**src/rtl/float_discriminant_mc_if.sv**
```systemverilog
// rtl/float_discriminant_mc_if.sv - request/result bundle plus shared FP-unit handshake for float_discriminant_mc
interface float_discriminant_mc_if #(
    parameter int FLEN = 64,
    parameter int N_CH = 4,
    parameter int CH_W = $clog2(N_CH)
);
    logic [N_CH-1:0]      arg_vld;
    logic [N_CH-1:0]      arg_rdy;
    logic [N_CH*FLEN-1:0] a;
    logic [N_CH*FLEN-1:0] b;
    logic [N_CH*FLEN-1:0] c;
    logic                 res_vld;
    logic [CH_W-1:0]      res_ch;
    logic [FLEN-1:0]      res;
    logic                 res_negative;
    logic                 err;
    logic                 busy;

    // Shared multiplier and subtractor, one operation in flight at a time
    logic                 mul_up_valid;
    logic [FLEN-1:0]      mul_op_a;
    logic [FLEN-1:0]      mul_op_b;
    logic                 mul_down_valid;
    logic [FLEN-1:0]      mul_result;
    logic                 mul_error;
    logic                 sub_up_valid;
    logic [FLEN-1:0]      sub_op_a;
    logic [FLEN-1:0]      sub_op_b;
    logic                 sub_down_valid;
    logic [FLEN-1:0]      sub_result;
    logic                 sub_error;

    modport master (
        output arg_vld, a, b, c,
        input  arg_rdy, res_vld, res_ch, res, res_negative, err, busy,
        input  mul_up_valid, mul_op_a, mul_op_b,
        output mul_down_valid, mul_result, mul_error,
        input  sub_up_valid, sub_op_a, sub_op_b,
        output sub_down_valid, sub_result, sub_error
    );

    modport slave (
        input  arg_vld, a, b, c,
        output arg_rdy, res_vld, res_ch, res, res_negative, err, busy,
        output mul_up_valid, mul_op_a, mul_op_b,
        input  mul_down_valid, mul_result, mul_error,
        output sub_up_valid, sub_op_a, sub_op_b,
        input  sub_down_valid, sub_result, sub_error
    );
endinterface

```
**src/rtl/float_discriminant_mc.sv**
```systemverilog
// rtl/float_discriminant_mc.sv - round-robin N_CH-channel b*b-4ac engine over one shared f_mult/f_sub
module float_discriminant_mc #(
    parameter int FLEN = 64,
    parameter int N_CH = 4,
    parameter int CH_W = $clog2(N_CH)
) (
    input  logic                  clk,
    input  logic                  rst,
    float_discriminant_mc_if.slave io
);
    localparam logic [FLEN-1:0] FP_FOUR = 64'h4010_0000_0000_0000;

    typedef enum logic [2:0] {IDLE, MUL_BB, MUL_4A, MUL_4AC, SUB, ERR_OUT} state_t;

    state_t          state, state_d;
    logic [FLEN-1:0] a_q [N_CH];
    logic [FLEN-1:0] b_q [N_CH];
    logic [FLEN-1:0] c_q [N_CH];
    logic [N_CH-1:0] pend, cap, grant_oh;
    logic [CH_W-1:0] last_grant, grant, res_ch_q;
    logic            grant_vld, take, grant_inv;
    logic            issue, job_err, job_err_d, mul_done, sub_done;
    logic [FLEN-1:0] wa, wb, wc, bb, a4, ac4;

    function automatic logic [CH_W-1:0] ch_after(input logic [CH_W-1:0] base, input int k);
        int s;
        s = (int'(base) + k) % N_CH;
        return CH_W'(s);
    endfunction

    // Scan from farthest to nearest so the nearest pending channel after last_grant wins
    always_comb begin
        grant     = last_grant;
        grant_vld = 1'b0;
        for (int k = N_CH; k >= 1; k--) begin
            if (pend[ch_after(last_grant, k)]) begin
                grant     = ch_after(last_grant, k);
                grant_vld = 1'b1;
            end
        end
    end

    assign take      = (state == IDLE) && grant_vld;
    assign grant_inv = (&a_q[grant][62:52]) | (&b_q[grant][62:52]) | (&c_q[grant][62:52]);
    assign cap       = io.arg_vld & ~pend;
    assign grant_oh  = take ? ({{(N_CH-1){1'b0}}, 1'b1} << grant) : '0;
    assign mul_done  = io.mul_down_valid && (state inside {MUL_BB, MUL_4A, MUL_4AC});
    assign sub_done  = io.sub_down_valid && (state == SUB);
    assign job_err_d = job_err | (mul_done & io.mul_error) | (sub_done & io.sub_error);

    assign io.arg_rdy = ~pend;
    assign io.busy    = (|pend) | (state != IDLE);

    always_comb begin
        state_d         = state;
        io.mul_up_valid = 1'b0;
        io.mul_op_a     = wb;
        io.mul_op_b     = wb;
        io.sub_up_valid = 1'b0;
        io.sub_op_a     = bb;
        io.sub_op_b     = ac4;
        case (state)
            IDLE: begin
                if (take) state_d = grant_inv ? ERR_OUT : MUL_BB;
            end
            MUL_BB: begin
                io.mul_up_valid = issue;
                if (mul_done) state_d = MUL_4A;
            end
            MUL_4A: begin
                io.mul_up_valid = issue;
                io.mul_op_a     = FP_FOUR;
                io.mul_op_b     = wa;
                if (mul_done) state_d = MUL_4AC;
            end
            MUL_4AC: begin
                io.mul_up_valid = issue;
                io.mul_op_a     = a4;
                io.mul_op_b     = wc;
                if (mul_done) state_d = SUB;
            end
            SUB: begin
                io.sub_up_valid = issue;
                if (sub_done) state_d = IDLE;
            end
            ERR_OUT: state_d = IDLE;
            default: state_d = IDLE;
        endcase
    end

    always_ff @(posedge clk) begin
        if (rst) begin
            state           <= IDLE;
            pend            <= '0;
            last_grant      <= CH_W'(N_CH - 1);
            res_ch_q        <= '0;
            issue           <= 1'b0;
            job_err         <= 1'b0;
            io.res_vld      <= 1'b0;
            io.res          <= '0;
            io.res_ch       <= '0;
            io.err          <= 1'b0;
            io.res_negative <= 1'b0;
        end else begin
            state      <= state_d;
            // Unit requests fire only on the first cycle of each arithmetic state
            issue      <= (state_d != state) && (state_d inside {MUL_BB, MUL_4A, MUL_4AC, SUB});
            pend       <= (pend | cap) & ~grant_oh;
            job_err    <= take ? 1'b0 : job_err_d;
            io.res_vld <= 1'b0;
            if (take) begin
                last_grant <= grant;
                res_ch_q   <= grant;
            end
            if (take && grant_inv) begin
                io.res_vld      <= 1'b1;
                io.res          <= '0;
                io.err          <= 1'b1;
                io.res_ch       <= grant;
                io.res_negative <= 1'b0;
            end else if (sub_done) begin
                io.res_vld      <= 1'b1;
                io.res          <= job_err_d ? '0 : io.sub_result;
                io.err          <= job_err_d;
                io.res_ch       <= res_ch_q;
                io.res_negative <= !job_err_d && io.sub_result[FLEN-1] && (|io.sub_result[FLEN-2:0]);
            end
        end
    end

    always_ff @(posedge clk) begin
        for (int i = 0; i < N_CH; i++) begin
            if (cap[i]) begin
                a_q[i] <= io.a[i*FLEN +: FLEN];
                b_q[i] <= io.b[i*FLEN +: FLEN];
                c_q[i] <= io.c[i*FLEN +: FLEN];
            end
        end
        if (take) begin
            wa <= a_q[grant];
            wb <= b_q[grant];
            wc <= c_q[grant];
        end
        if (mul_done && state == MUL_BB)  bb  <= io.mul_result;
        if (mul_done && state == MUL_4A)  a4  <= io.mul_result;
        if (mul_done && state == MUL_4AC) ac4 <= io.mul_result;
    end
endmodule

```
**src/flat_wrapper.sv**
```systemverilog
// flat-port wrapper written by rule: the top's interface ports become plain ports
module float_discriminant_mc_flat 
#(
    parameter int FLEN = 64,
    parameter int N_CH = 4,
    parameter int CH_W = $clog2(N_CH)
)
  (clk, rst, io_arg_vld, io_a, io_b, io_c, io_arg_rdy, io_res_vld, io_res_ch, io_res, io_res_negative, io_err, io_busy, io_mul_up_valid, io_mul_op_a, io_mul_op_b, io_mul_down_valid, io_mul_result, io_mul_error, io_sub_up_valid, io_sub_op_a, io_sub_op_b, io_sub_down_valid, io_sub_result, io_sub_error);
  float_discriminant_mc_if #(.FLEN(FLEN), .N_CH(N_CH), .CH_W(CH_W)) io_i ();
  input  logic clk;
  input  logic rst;
  input wire logic [$bits(io_i.arg_vld)-1:0] io_arg_vld;
  input wire logic [$bits(io_i.a)-1:0] io_a;
  input wire logic [$bits(io_i.b)-1:0] io_b;
  input wire logic [$bits(io_i.c)-1:0] io_c;
  output wire logic [$bits(io_i.arg_rdy)-1:0] io_arg_rdy;
  output wire logic [$bits(io_i.res_vld)-1:0] io_res_vld;
  output wire logic [$bits(io_i.res_ch)-1:0] io_res_ch;
  output wire logic [$bits(io_i.res)-1:0] io_res;
  output wire logic [$bits(io_i.res_negative)-1:0] io_res_negative;
  output wire logic [$bits(io_i.err)-1:0] io_err;
  output wire logic [$bits(io_i.busy)-1:0] io_busy;
  output wire logic [$bits(io_i.mul_up_valid)-1:0] io_mul_up_valid;
  output wire logic [$bits(io_i.mul_op_a)-1:0] io_mul_op_a;
  output wire logic [$bits(io_i.mul_op_b)-1:0] io_mul_op_b;
  input wire logic [$bits(io_i.mul_down_valid)-1:0] io_mul_down_valid;
  input wire logic [$bits(io_i.mul_result)-1:0] io_mul_result;
  input wire logic [$bits(io_i.mul_error)-1:0] io_mul_error;
  output wire logic [$bits(io_i.sub_up_valid)-1:0] io_sub_up_valid;
  output wire logic [$bits(io_i.sub_op_a)-1:0] io_sub_op_a;
  output wire logic [$bits(io_i.sub_op_b)-1:0] io_sub_op_b;
  input wire logic [$bits(io_i.sub_down_valid)-1:0] io_sub_down_valid;
  input wire logic [$bits(io_i.sub_result)-1:0] io_sub_result;
  input wire logic [$bits(io_i.sub_error)-1:0] io_sub_error;
  assign io_i.arg_vld = io_arg_vld;
  assign io_i.a = io_a;
  assign io_i.b = io_b;
  assign io_i.c = io_c;
  assign io_arg_rdy = io_i.arg_rdy;
  assign io_res_vld = io_i.res_vld;
  assign io_res_ch = io_i.res_ch;
  assign io_res = io_i.res;
  assign io_res_negative = io_i.res_negative;
  assign io_err = io_i.err;
  assign io_busy = io_i.busy;
  assign io_mul_up_valid = io_i.mul_up_valid;
  assign io_mul_op_a = io_i.mul_op_a;
  assign io_mul_op_b = io_i.mul_op_b;
  assign io_i.mul_down_valid = io_mul_down_valid;
  assign io_i.mul_result = io_mul_result;
  assign io_i.mul_error = io_mul_error;
  assign io_sub_up_valid = io_i.sub_up_valid;
  assign io_sub_op_a = io_i.sub_op_a;
  assign io_sub_op_b = io_i.sub_op_b;
  assign io_i.sub_down_valid = io_sub_down_valid;
  assign io_i.sub_result = io_sub_result;
  assign io_i.sub_error = io_sub_error;
  float_discriminant_mc #(.FLEN(FLEN), .N_CH(N_CH), .CH_W(CH_W)) u_core (.clk(clk), .rst(rst), .io(io_i));
endmodule
```
**config.mk**
```make
export PLATFORM = sky130hd
export DESIGN_NAME = float_discriminant_mc_flat
export DESIGN_NICKNAME = d
export VERILOG_FILES = /design/src/rtl/float_discriminant_mc_if.sv /design/src/rtl/float_discriminant_mc.sv /design/src/flat_wrapper.sv
export SDC_FILE = /design/constraint.sdc
export NUM_CORES = 1
export LEC_CHECK = 0
export ABC_AREA = 1
export ABC_CLOCK_PERIOD_IN_PS = 26600
export CAP_MARGIN = 20
export CORE_AREA = 4 4 476 478
export DETAILED_ROUTE_END_ITERATION = 16
export DIE_AREA = 0 0 480 482
export PLACE_DENSITY = 0.44
export SYNTH_ARGS = -nofsm -noshare
export SYNTH_HDL_FRONTEND = slang
export SYNTH_SLANG_ARGS = --single-unit
export TNS_END_PERCENT = 5
```
**constraint.sdc**
```tcl
create_clock -name clk -period 26.6 [get_ports clk]
set_clock_uncertainty 0.2 [all_clocks]
set_input_delay 2.66 -clock clk [delete_from_list [all_inputs] [get_ports clk]]
set_output_delay 2.66 -clock clk [all_outputs]
set_load 0.02 [all_outputs]
```
After elaboration in Yosys (flattened, before gate mapping)
Memories as Yosys holds them, arrays and structs flattened.
Index checks and enable logic that the tools add are counted.

storage, ports and cells
  bits of input ports = 906
  logic and storage cells = 117
  memory bits (writable) = 768
  bits in registers = 466
  memories = 3
  output and inout port bits = 332

memory list
  name        depth  bits a word  read ports  clocked after memory_dff  wr ports  RTL line                     text
  u_core.a_q  4      64           1           0                         4         float_discriminant_mc.sv:16  logic [FLEN-1:0] a_q [N_CH];
  u_core.b_q  4      64           1           0                         4         float_discriminant_mc.sv:17  logic [FLEN-1:0] b_q [N_CH];
  u_core.c_q  4      64           1           0                         4         float_discriminant_mc.sv:18  logic [FLEN-1:0] c_q [N_CH];

cells by class
  bitwise operators = 12
  reductions and logical operators = 24
  muxes and demuxes = 43
  magnitude comparators = 4
  shift-type cells = 1
  equality and inequality tests = 9
  $add $sub $neg = 4

operator list
  operator                                                              count
  64-bit one-hot mux with 2 select lines                                2
  64-bit 2-to-1 mux                                                     1
  63-bit OR reduction                                                   1
  11-bit AND reduction                                                  3
  1-bit 2-to-1 mux                                                      22
  3-bit 2-to-1 mux                                                      6
  3-bit one-hot mux with 5 select lines                                 1
  3-bit by 2-bit == test with 1-bit output, second input constant       4
  2-bit by 3-bit < comparator with 1-bit output, second input constant  4
  2-bit 2-to-1 mux                                                      6
  1-bit logical AND                                                     10
  4-bit bitwise AND                                                     2
  1-bit binary-select mux with 2-bit select                             4
  4-bit inverter                                                        2
  3-bit by 1-bit == test with 1-bit output, second input constant       2
  3-bit == test, second input constant                                  2
  3-bit nonzero test                                                    2
  1-bit OR                                                              5
  2-bit by 1-bit adder with 2-bit output, second input constant         2
  2-bit adder, second input constant                                    2
  4-bit 2-to-1 mux                                                      1
  4-bit OR                                                              1
  4-bit nonzero test                                                    1
  2-bit OR reduction                                                    2
  other kinds (8)                                                       9

Depth between registers and ports, before layout
An unclocked memory read counts as a cell.

  word-level depth = 17
  mapped depth = 25

Worst setup path before layout
No wires, ideal clock.

  path kind = input port to flip-flop
  start = in io_arg_vld[0]
  end = mem u_core.a_q[0][0], enable pin
  slack = 14.882 ns
  buffers on the path = 0
  data arrival time = 10.765 ns
  stages on the path = 2
  cell sequence = inv_1 -> nor2_1

RTL lines
  what                RTL line                     text
  start: declaration  flat_wrapper.sv:12           input wire logic [$bits(io_i.arg_vld)-1:0] io_arg_vld;
  end: declaration    float_discriminant_mc.sv:16

Worst setup path in the final report
  start = reg u_core.state[0]
  end = out io_mul_op_b[1]

between the ends
  word-level cells in the longest chain between the ends = 2

RTL lines
  what                                      RTL line                      text
  start: declaration                        float_discriminant_mc.sv:15   state_t state, state_d;
  start signal: assignment                  float_discriminant_mc.sv:105  state <= state_d;
  3-bit by 2-bit == test with 1-bit output  float_discriminant_mc.sv:62   case (state)
  64-bit one-hot mux with 2 select lines *  float_discriminant_mc.sv:62
  end: declaration                          flat_wrapper.sv:25            output wire logic [$bits(io_i.mul_op_b)-1:0] io_mul_op_b;

Every way passes the cells marked *; elsewhere a longest branch is shown, timed or not.

==> summary.txt <==
Worst-path clk slew: 0.05 ns
Initial antenna violation count: 96
Post-synth cell types: 35
Max-cap violations: 0
Rows: 173
Crit path DAT: 4.60 ns
Final worst-path cycle share: 0.280
Final antenna-violating net count: 0
Setup Fix Bufs, Post-CTS: 0
Total CTS buffers: 149
Hold depth: 2
Initial DRC Count: 2763
CP required: 23.74 ns
Port buffer count: 1237
RSZ-0062 raised after global routing: no
Launching point of the worst reg2reg path: u_core.last_grant[0]$_SDFFE_PP1P_
Hold_sp: u_core.res_ch_q[0]$_SDFFE_PP0P_
Final setup viols: 0
Asr flop ratio synth: 0
Avg WL per Cell: 31.2 microns
Core Region: 0.222 sq mm
GRT met2 Usage: 0.343
M1 GR Usage: 0.206
Placed Area: 0.0607 sq mm
Mapped Area: 0.0446 sq mm
Resized cells post-CTS: 0
DR DRC count: 0
CP Class: flip-flop to output pin
Comb pwr share: 0.373
Via count: 31300
Total congestion overflow: 0
EDFF count, synth: 1152
Post-route cell area: 0.0657 sq mm
Clk buf depth: 3
Power Internal: 4.78 mW
Clock Power Share: 0.256
Synth top area share: 0.775
CTS Root Cell: clkbuf_16
R2R Setup Slk: 20.82 ns
Synth-to-Final Area Change: 47.2%
Synthesized instance count: 2978
Commonest non-fill, non-tap cell in the layout: clkdlybuf4s50_1
Most Used Layer, Global Route: met2
First-pass GRT wire length: 299 mm
Final Hold Viols: 0
Commonest non-fill, non-tap cells in the layout: clkdlybuf4s50_1, edfxtp_1, nand2_1, a22oi_1, nand3_1
Top post-synthesis cells by area: edfxtp_1, nand2_1, a22oi_1
Largest net degree at the start of global routing: 108
Power density cells: 123 mW/mm^2
Yosys reg bits: 1234
GR Util met3: 0.0678
DRT Wirelength: 231 mm
Worst-Skew Late Latency: 0.81 ns
Mapped Nets: 3884
Vias in the first global route: 32300
Number of synthesis warnings: 0
Clock net sink count: 1234
FF-to-FF End: u_core.wa[31]$_DFFE_PP_
Reg2Reg Depth: 15
Worst slew margin: 0.127
Maximum net fanout on the critical path: 65
Max Freq: 0.134 GHz
Vias/cell: 4.22
PnR worst setup slack: 19.14 ns
Layout fillers: 22600
DIE AREA: 0.231 sq mm
Htree depth: 4
Startpoint Class: flip-flop
Post-Syn Area per Cell: 15.0 sq um
Sw Ratio: 0.407
Io pins: 1238
Top cell type by total area after synthesis: edfxtp_1
Effective utilization at floorplan: 0.201
Net Switching: 3.28 mW
DIE HEIGHT: 482 microns
Post-DP HPWL: 174 mm
CTS tree: yes
Pleak: 22.9 nW
Drt first pass iters: 6
Worst-margin pin slew: 1.31 ns
Post-layout min period: 7.46 ns
Top FF cell, synth: edfxtp_1
Status: finished clean
Part of the Yosys area used for sequential elements: 0.812
GRT Total Usage: 0.193
DP Worst Slack: 19.83 ns
Flop pwr share: 0.371
Crit. End Element: output pin
Gpl congestion: 0.926
Max Slew Vio Count: 0
Nets: 5179
Fin Setup TNS: 0 ns
Hold buffers post-CTS: 0
Worst vdd ir: 0.000141 V
Worst min-delay path category: flip-flop to flip-flop
Layout cells sized above 1: 0.0676
Hold path endpoint: u_core.res_ch_q[0]$_SDFFE_PP0P_
Die X: 480 microns
layout make-up:
type / instances / area (sq um) / area share
clock inverters: 85 / 1020 / 0.0155
diodes: 45 / 113 / 0.00171
well taps: 2975 / 3720 / 0.0567
multi-input cells: 1491 / 7410 / 0.113
repair buffers: 1289 / 12900 / 0.196
inverters: 108 / 423 / 0.00644
flip-flops and latches: 1234 / 36200 / 0.552
clock buffers: 188 / 3890 / 0.0593
worst max-delay path, cell delays in order, from the launching register on:
cell             delay (ns)
dfxtp_1                0.44
nand2_1                0.14
nor2_4                 0.42
buf_4                  0.71
buf_4                  0.72
nand2_1                0.21
nand3_1                0.28
clkdlybuf4s50_1        0.73
through the flow:
stage / cells / power [mW] / util / hold slack (ns)
after global routing: 7386 / 8.48 / 0.296 / 0.290
final: 7415 / 8.06 / 0.296 / 0.266
after detailed placement: 7097 / 6.16 / 0.273 / 0.260
after CTS: 7370 / 8.27 / 0.296 / 0.268
after floorplan: 2978 / 4.45 / - / 0.241
after global placement: 7093 / 6.15 / 0.273 / 0.254
cells by family after synthesis:
kind of cell           share of synthesized area
buffers and inverters                     0.0239
AO/OA/AOI/OAI                             0.0508
AND/OR/NAND/NOR                            0.113
flip-flops                                 0.812
power by group through the flow:
stage	combinational [mW]	sequential, mW	clock (mW)
6_report	3.01	2.99	2.06
3_5_place_dp	3.12	3.04	0
2_1_floorplan	1.47	2.98	0
3_3_place_gp	3.10	3.05	0
4_1_cts	3.13	3.01	2.13
5_1_grt	3.26	3.02	2.21
cell usage after synthesis, types with 6 or more instances:
| library cell | n |
|---|---|
| dfxtp_1 | 82 |
| nand3b_1 | 48 |
| buf_6 | 10 |
| nand4_1 | 32 |
| nand3_1 | 189 |
| inv_1 | 102 |
| nor2_1 | 138 |
| edfxtp_1 | 1152 |
| clkbuf_1 | 114 |
| buf_1 | 6 |
| a22oi_1 | 283 |
| a21oi_1 | 8 |
| buf_2 | 12 |
| nand2_1 | 742 |
| nor4_1 | 16 |
registers in the layout, summed over array words and instances, names as in the netlist, 3 cells and up:
signal	cells
u_core.a_q	256
u_core.b_q	256
u_core.c_q	256
u_core.a4	64
u_core.io.res	64
u_core.io.sub_op_a	64
u_core.io.sub_op_b	64
u_core.wa	64
u_core.wb	64
u_core.wc	64
u_core.pend	4
u_core.state	3
per-layer routing:
metal  up-vias  wire, microns
li1      13600              -
met1     15600          82200
met2      1545         118000
met3       402          20400
met4        74          10200
met5         -            503
worst max path at each step:
stage | startpoint | to
after floorplan | io_arg_vld[0] | u_core.a_q[0][0]$_DFFE_PP_
after global placement | u_core.state[0]$_SDFF_PP0_ | io_mul_op_b[1]
after detailed placement | u_core.state[0]$_SDFF_PP0_ | io_mul_op_b[1]
after CTS | u_core.state[0]$_SDFF_PP0_ | io_mul_op_b[1]
after global routing | u_core.state[0]$_SDFF_PP0_ | io_mul_op_b[1]
final | u_core.state[0]$_SDFF_PP0_ | io_mul_op_b[1]
Power figures use the tool's default switching activity.
